## config.mk

```make
export PLATFORM = sky130hd
export DESIGN_NAME = flash_fetch
export DESIGN_NICKNAME = d
export VERILOG_FILES = /design/src/rtl/flash_fetch.sv
export SDC_FILE = /design/constraint.sdc
export NUM_CORES = 1
export LEC_CHECK = 0
export CORE_MARGIN = 8
export CORE_UTILIZATION = 50
export DETAILED_ROUTE_END_ITERATION = 10
export HOLD_SLACK_MARGIN = 0.12
export PLACE_DENSITY_LB_ADDON = 0.12
export RECOVER_POWER = 100
export REMOVE_ABC_BUFFERS = 1
export SLEW_MARGIN = 20
export SYNTH_ARGS = -nofsm -noshare
export SYNTH_HDL_FRONTEND = slang
export SYNTH_SLANG_ARGS = --single-unit
```

## constraint.sdc

```tcl
create_clock -name clk -period 7.77 [get_ports clk]
set_input_delay 0.777 -clock clk [delete_from_list [all_inputs] [get_ports clk]]
set_output_delay 0.777 -clock clk [all_outputs]
set_load 0.02 [all_outputs]
```

## src/rtl/flash_fetch.sv

```systemverilog
// flash_fetch: flash-region instruction fetch with a word prefetch FIFO
// feeding 16-bit Thumb halfwords to the decoder over valid/ready.
module flash_fetch #(
    parameter int                ADDR_W   = 10,
    parameter logic [ADDR_W+1:0] RESET_PC = '0,
    parameter int                DEPTH    = 2
) (
    input  logic              clk,
    input  logic              rst,
    output logic              ld_flash,
    output logic [ADDR_W-1:0] flash_addr_PC,
    input  logic              flash_busy,
    input  logic [31:0]       dout_flash,
    output logic              instr_valid,
    input  logic              instr_ready,
    output logic [15:0]       instr,
    output logic [ADDR_W+1:0] instr_pc,
    input  logic              branch_valid,
    input  logic [ADDR_W+1:0] branch_target
);

    localparam int          PW   = $clog2(DEPTH);
    localparam logic [PW:0] FULL = (PW+1)'(DEPTH);

    typedef enum logic [1:0] {IDLE, REQ, WAIT_BUSY, WAIT_DATA} state_t;

    state_t            state;
    logic [ADDR_W-1:0] fetch_ptr;
    logic [ADDR_W-1:0] next_ptr;
    logic [ADDR_W-1:0] tgt_word;
    logic [31:0]       fifo_data [DEPTH];
    logic [ADDR_W-1:0] fifo_addr [DEPTH];
    logic [PW-1:0]     wr_ptr;
    logic [PW-1:0]     rd_ptr;
    logic [PW:0]       count;
    logic [PW:0]       count_nx;
    logic              half_sel;
    logic              discard;
    logic              hs;
    logic              pop;
    logic              push;
    logic              unused_bit;

    assign tgt_word    = branch_target[ADDR_W+1:2];
    assign unused_bit  = branch_target[0];
    assign next_ptr    = fetch_ptr + ADDR_W'(1);
    assign instr_valid = count != '0;
    assign hs          = instr_valid && instr_ready;
    assign pop         = hs && half_sel && !branch_valid;
    assign push        = state == WAIT_DATA && !flash_busy
                         && !discard && !branch_valid;
    assign count_nx    = count + (PW+1)'(push) - (PW+1)'(pop);

    always_comb begin
        instr    = '0;
        instr_pc = {fetch_ptr, half_sel, 1'b0};
        if (instr_valid) begin
            instr    = half_sel ? fifo_data[rd_ptr][31:16]
                                : fifo_data[rd_ptr][15:0];
            instr_pc = {fifo_addr[rd_ptr], half_sel, 1'b0};
        end
    end

    always_ff @(posedge clk) begin
        if (push) begin
            fifo_data[wr_ptr] <= dout_flash;
            fifo_addr[wr_ptr] <= fetch_ptr;
        end
    end

    always_ff @(posedge clk or negedge rst) begin
        if (!rst) begin
            state         <= IDLE;
            ld_flash      <= 1'b0;
            flash_addr_PC <= RESET_PC[ADDR_W+1:2];
            fetch_ptr     <= RESET_PC[ADDR_W+1:2];
            wr_ptr        <= '0;
            rd_ptr        <= '0;
            count         <= '0;
            half_sel      <= RESET_PC[1];
            discard       <= 1'b0;
        end else if (branch_valid) begin
            // in-flight reads finish on the flash side but are dropped
            wr_ptr    <= '0;
            rd_ptr    <= '0;
            count     <= '0;
            fetch_ptr <= tgt_word;
            half_sel  <= branch_target[1];
            ld_flash  <= 1'b0;
            unique case (state)
                IDLE: begin
                    if (!flash_busy) begin
                        state         <= REQ;
                        ld_flash      <= 1'b1;
                        flash_addr_PC <= tgt_word;
                    end
                end
                REQ: begin
                    state   <= WAIT_BUSY;
                    discard <= 1'b1;
                end
                WAIT_BUSY: discard <= 1'b1;
                WAIT_DATA: begin
                    if (flash_busy) begin
                        discard <= 1'b1;
                    end else begin
                        state         <= REQ;
                        ld_flash      <= 1'b1;
                        flash_addr_PC <= tgt_word;
                        discard       <= 1'b0;
                    end
                end
                default: state <= IDLE;
            endcase
        end else begin
            ld_flash <= 1'b0;
            count    <= count_nx;
            if (push) wr_ptr <= wr_ptr + PW'(1);
            if (pop) rd_ptr <= rd_ptr + PW'(1);
            if (hs) half_sel <= ~half_sel;
            unique case (state)
                IDLE: begin
                    if (count < FULL && !flash_busy) begin
                        state         <= REQ;
                        ld_flash      <= 1'b1;
                        flash_addr_PC <= fetch_ptr;
                    end
                end
                REQ: state <= WAIT_BUSY;
                WAIT_BUSY: begin
                    if (flash_busy) state <= WAIT_DATA;
                end
                WAIT_DATA: begin
                    if (!flash_busy) begin
                        discard <= 1'b0;
                        if (!discard) fetch_ptr <= next_ptr;
                        if (count_nx < FULL) begin
                            state         <= REQ;
                            ld_flash      <= 1'b1;
                            flash_addr_PC <= discard ? fetch_ptr : next_ptr;
                        end else begin
                            state <= IDLE;
                        end
                    end
                end
                default: state <= IDLE;
            endcase
        end
    end

endmodule

```

== Word level (Yosys, flattened, before mapping) ==
Memory sizes are Yosys's and may differ from the RTL's.
Cells that the tools add are included.
Operators by class
  add/subtract/negate cells: 5
  $lt $le $gt $ge: 2
  equal/unequal tests: 13
  mux-type cells: 43
  bitwise operators: 1
  reduce and logical (&&, ||, !) cells: 24
Operators with widths (number)
  two-way mux 10 bit: 10
  two-way mux 16 bit: 2
  case mux 10 bit (2 select lines): 1
  two-way mux 1 bit: 19
  two-way mux 12 bit: 1
  two-way mux 2 bit: 6
  inequality test 3 bit, second input constant: 4
  nonzero test 2 bit: 6
  adder 10 x 1 -> 10 bit, second input constant: 1
  case mux 2 bit (4 select lines): 1
  logical AND 1 bit: 7
  inequality test 2 bit, second input constant: 3
  inequality test 3 x 2 -> 1 bit, second input constant: 2
  AND reduction 6 bit: 1
  AND reduction 5 bit: 1
  equality test 2 bit, second input constant: 2
  < comparator 2 bit, second input constant: 2
  case mux 1 bit (2 select lines): 2
  case mux 2 bit (2 select lines): 1
  OR reduction 2 bit: 2
  logical NOT 1 bit: 3
  AND reduction 3 bit: 1
  nonzero test 3 bit: 1
  adder 1 bit, second input constant: 2
  7 further kinds: 7
Storage, ports and cells
  flip-flop bits (word level): 29
  RAM bits: 84
  input port bits: 49
  output and inout bits: 40
  memories: 2
Memory list
  fifo_data: words 2, bits a word 32, rd ports 1, clocked after memory_dff 0, write ports 1, RTL line 31  | logic [31:0] fifo_data [DEPTH];
  fifo_addr: words 2, bits a word 10, rd ports 1, clocked after memory_dff 0, write ports 1, RTL line 32  | logic [ADDR_W-1:0] fifo_addr [DEPTH];

== Longest topological paths before layout ==
  depth after elaboration: 11
  mapped depth: 11
  depth with buffers taken out: 11

== Worst setup path before layout ==
Ideal clock, no wire load.
  path kind: input to register
  from: input port flash_busy
  to: memory fifo_addr[0][0], enable pin
  library setup time: 0.441 ns
  arrival: 3.211 ns
  required time: 7.329 ns
  setup slack: 4.117 ns
  cell stages on the path: 4
  buffers on the path: 1
  path through: buf_2 > nor3b_1 > nand2_1 > nor2_1
Between the ends
  longest elaborated chain between the ends: 6
RTL lines
  from (decl): RTL line 12  | input logic flash_busy,
  logical NOT 1 bit
  logical AND 1 bit: RTL line 50  | assign push = state == WAIT_DATA && !flash_busy
  logical AND 1 bit (2 in series): RTL line 51  | && !discard && !branch_valid;
  two-way mux 1 bit: RTL line 65  | if (push) begin
  two-way mux 1 bit (implied by the code): RTL line 67  | fifo_addr[wr_ptr] <= fetch_ptr;
  to (decl): RTL line 32
No other way between the ends.

== Worst setup path in the final report ==
  from: input port branch_valid
  to: register flash_addr_PC[0]
Between the ends
  longest elaborated chain between the ends: 7
  elaborated cells on any way between the ends: 13
  those cells by class: 2 x add/sub; 1 x order compare; 4 x eq/ne; 1 x mux; 5 x reduce/logical
RTL lines
  from (decl): RTL line 18  | input logic branch_valid,
  logical NOT 1 bit: RTL line 49, 51
  logical AND 1 bit: RTL line 51
  adder 2 x 1 -> 2 bit: RTL line 52  | assign count_nx = count + (PW+1)'(push) - (PW+1)'(pop);
  subtractor 2 x 1 -> 2 bit: RTL line 52
  < comparator 2 bit: RTL line 137  | if (count_nx < FULL) begin
  inequality test 3 x 2 -> 1 bit (no line)
  AND reduction 6 bit (no line)
  to (signal assigned): RTL line 75  | flash_addr_PC <= RESET_PC[ADDR_W+1:2];
  to (signal assigned): RTL line 126  | flash_addr_PC <= fetch_ptr;
  to (signal assigned): RTL line 140  | flash_addr_PC <= discard ? fetch_ptr : next_ptr;
  to (decl): RTL line 11  | output logic [ADDR_W-1:0] flash_addr_PC,
Several ways; a longest one is shown, not always the timed one.
A chain may end at the register's enable or synchronous reset.

==> impl_metrics.yaml <==
outcome:
  status: "finished with violations"
  violations: "max-capacitance violations, max-slew violations"
pwr:
  swShare: 0.282
  power.net_switching_mw: 0.543
  powerDensity_nw_per_um2: 291
  peakVddDrop_uv: 208
  leakage_nw: 2.39
  intPower_mw: 1.38
  p_seq_frac: 0.403
  clkPwrFrac: 0.372
  pwr-share-comb: 0.225
floorplanning:
  core.rowCount: 37
  core-area_sq_um: 10100
  die_x_um: 117
  floorplan.initialDensity: 0.506
  design.die.area_sq_um: 13800
  die_h_um: 117
  io_pins: 89
route:
  viasPerCell: 5.33
  drtAntennaViolNets: 0
  drt-total-wl_um: 10400
  drt_iter0_markers: 157
  firstDrtPassIters: 4
  drcViolationCount: 0
  drt-wirelength-per-cell_um: 17.7
  vias: 3124
grt:
  grt_use_total: 0.162
  grt_max_degree: 43
  grt_pass1_vias: 3214
  gr-total-overflow: 0
  grt_pass1_wl_um: 16500
  antenna_found_initial: 0
clock_tree:
  cts_resized: 0
  cts_buffers: 17
  cts.path.max_buffers: 2
  clockRootBuffer: "clkbuf_8"
  insertion_delay_ns: 0.51
  post-cts-setup-buffer-count: 0
  htreeDepth: 4
  path_clk_slew_ns: 0.05
  holdBufCountCts: 0
  cts_tree: "yes"
  cts.sinks: 113
min_path:
  hold_class: "reg2reg"
  hold_start: "flash_addr_PC[7]"
  min_delay_path_depth: 1
  min_to: "flash_addr_PC[7]"
timing:
  tns_ns: 0
  period_minus_slack_ns: 5.37
  final.setup_skew_ns: 0.00793
  setup_slack_ns: 2.40
  final-setup-viol-count: 0
  finalCritPeriodShare: 0.691
  drv_slew: 144
  max_freq_mhz: 186
  worstMarginPinSlew_ns: 2.54
  hold_violations: 0
  grt_setup_unrepaired: "no"
  maxSlewHeadroom: -0.690
synthesis:
  ys_types: 53
  yosysMostFrequentCell: "edfxtp_1"
  ys_seq_elements: 113
  synthArstFlopShare: 0.257
  synth_top_area_frac: 0.492
  avgSynthCellArea_sq_um: 14.7
  yosys.area.top_type: "edfxtp_1"
  synth_edf_count: 84
  netlist_instances: 348
  ys_warn_count: 0
  synth.top_cells.by_area: "edfxtp_1, dfrtp_1, mux4_2"
  synth-seq-area-share: 0.633
  syn_area_sq_um: 5130
  synth-main-ff-cell: "edfxtp_1"
  synthTopCellsByCount: "edfxtp_1, dfrtp_1, nand2_1"
setup_path:
  startpoint_type: "primary input"
  timing.rr.start: "count[1]"
  worstPathMaxFanout: 26
  endpoint_kind: "register"
  r2r_end: "flash_addr_PC[0]"
  cp.required_ns: 8.15
  reg2regPathDepth: 12
  crit_type: "in2reg"
  rrSetupSlack_ns: 3.28
  arrival_ns: 5.76
layout:
  final_nets: 494
  layout-drive-gt1-share: 0.147
  syn2layout_area_growth_pct: 29.0
  num_antenna_cells: 0
  final.fill_count: 725
  postLayoutCoreUtil: 0.653
  fin_cells: 586
placed_design:
  dp_slack_ns: 3.53
  dp.cells: 555
  port_buffers: 86
  gp_congestion: 0.772
  hpwl_um: 6740
run:
  maxCapViolations: 4
==> layout make-up <==
cell class / count / area (sq um) / area share
sequential: 113 / 3250 / 0.491
multi-input combinational: 208 / 1740 / 0.262
timing repair buffer: 90 / 876 / 0.132
clock buffer: 17 / 414 / 0.0626
tap: 136 / 170 / 0.0257
clock inverter: 14 / 143 / 0.0216
inverter: 8 / 30.0 / 0.00454
==> worst max-delay path by stage <==
| stage | depth (start not counted) | from | to |
|---|---|---|---|
| floorplan | 4 | state[0] | fifo_addr[0][0] |
| global placement | 11 | branch_valid | flash_addr_PC[2] |
| detailed placement | 11 | branch_valid | flash_addr_PC[6] |
| CTS | 11 | branch_valid | flash_addr_PC[1] |
| global route | 11 | branch_valid | flash_addr_PC[1] |
| finish | 11 | branch_valid | flash_addr_PC[0] |
==> power groups by stage <==
stage                     clock (mW)  combinational [mW]  sequential [mW]
after floorplan                    0               0.246            0.808
after global routing           0.761               0.468            0.785
after global placement             0               0.455            0.784
final                          0.716               0.433            0.774
after detailed placement           0               0.464            0.785
after CTS                      0.733               0.468            0.775
==> cells by family after synthesis <==
kind of cell               synth area share
other                              0.000731
muxes                                 0.123
and+or+nand+nor                       0.114
AOI/OAI and AO/OA                    0.0600
buffers and inverters                0.0249
DFF                                   0.633
adders and majority gates            0.0171
xor gates and xnor gates             0.0268
==> metal layers <==
layer / share of wire / vias to the layer above / global-route usage
met4: 0.0082 / 0 / 0.0648
met3: 0.068 / 9 / 0.0621
met2: 0.48 / 87 / 0.253
li1: - / 1497 / -
met5: 0 / - / 0
met1: 0.44 / 1531 / 0.198
==> registers in the layout, indices dropped and copies added, names as in the netlist <==
name and flops:
discard 1, fifo_addr 20, fifo_data 64, fetch_ptr 10
ld_flash 1, count 2, half_sel 1, wr_ptr 1
flash_addr_PC 10, rd_ptr 1, state 2
==> placed cells by master, fill, tap and decap left out, types with 6 or more instances in the layout <==
master	instances
a31oi_1	6
mux4_2	16
and2_1	16
clkbuf_16	16
dfrtp_1	29
nor3_1	7
clkdlybuf4s50_1	13
dlygate4sd3_1	73
mux2_4	7
a21oi_1	6
edfxtp_1	84
xnor2_1	11
o21ai_0	19
nand2_1	24
inv_1	7
ha_1	7
mux2i_1	12
nor2_1	15
==> worst max-delay path: stages <==
cell,delay [ns]
dlygate4sd3_1,0.52
clkbuf_1,0.82
clkinv_1,0.99
nand2_1,0.40
ha_1,0.28
inv_1,0.06
ha_1,0.16
xnor3_1,0.26
nor3b_1,0.10
nor3_1,1.03
mux2_4,0.35
==> through the flow <==
stage	hold slack, ns	total power, mW	area [sq um]
global route	0.511	2.01	6620
floorplan	0.477	1.05	5030
CTS	0.496	1.98	6660
global placement	0.490	1.24	6100
finish	0.492	1.92	6620
detailed placement	0.483	1.25	6100
(Power assumes the default switching activity.)
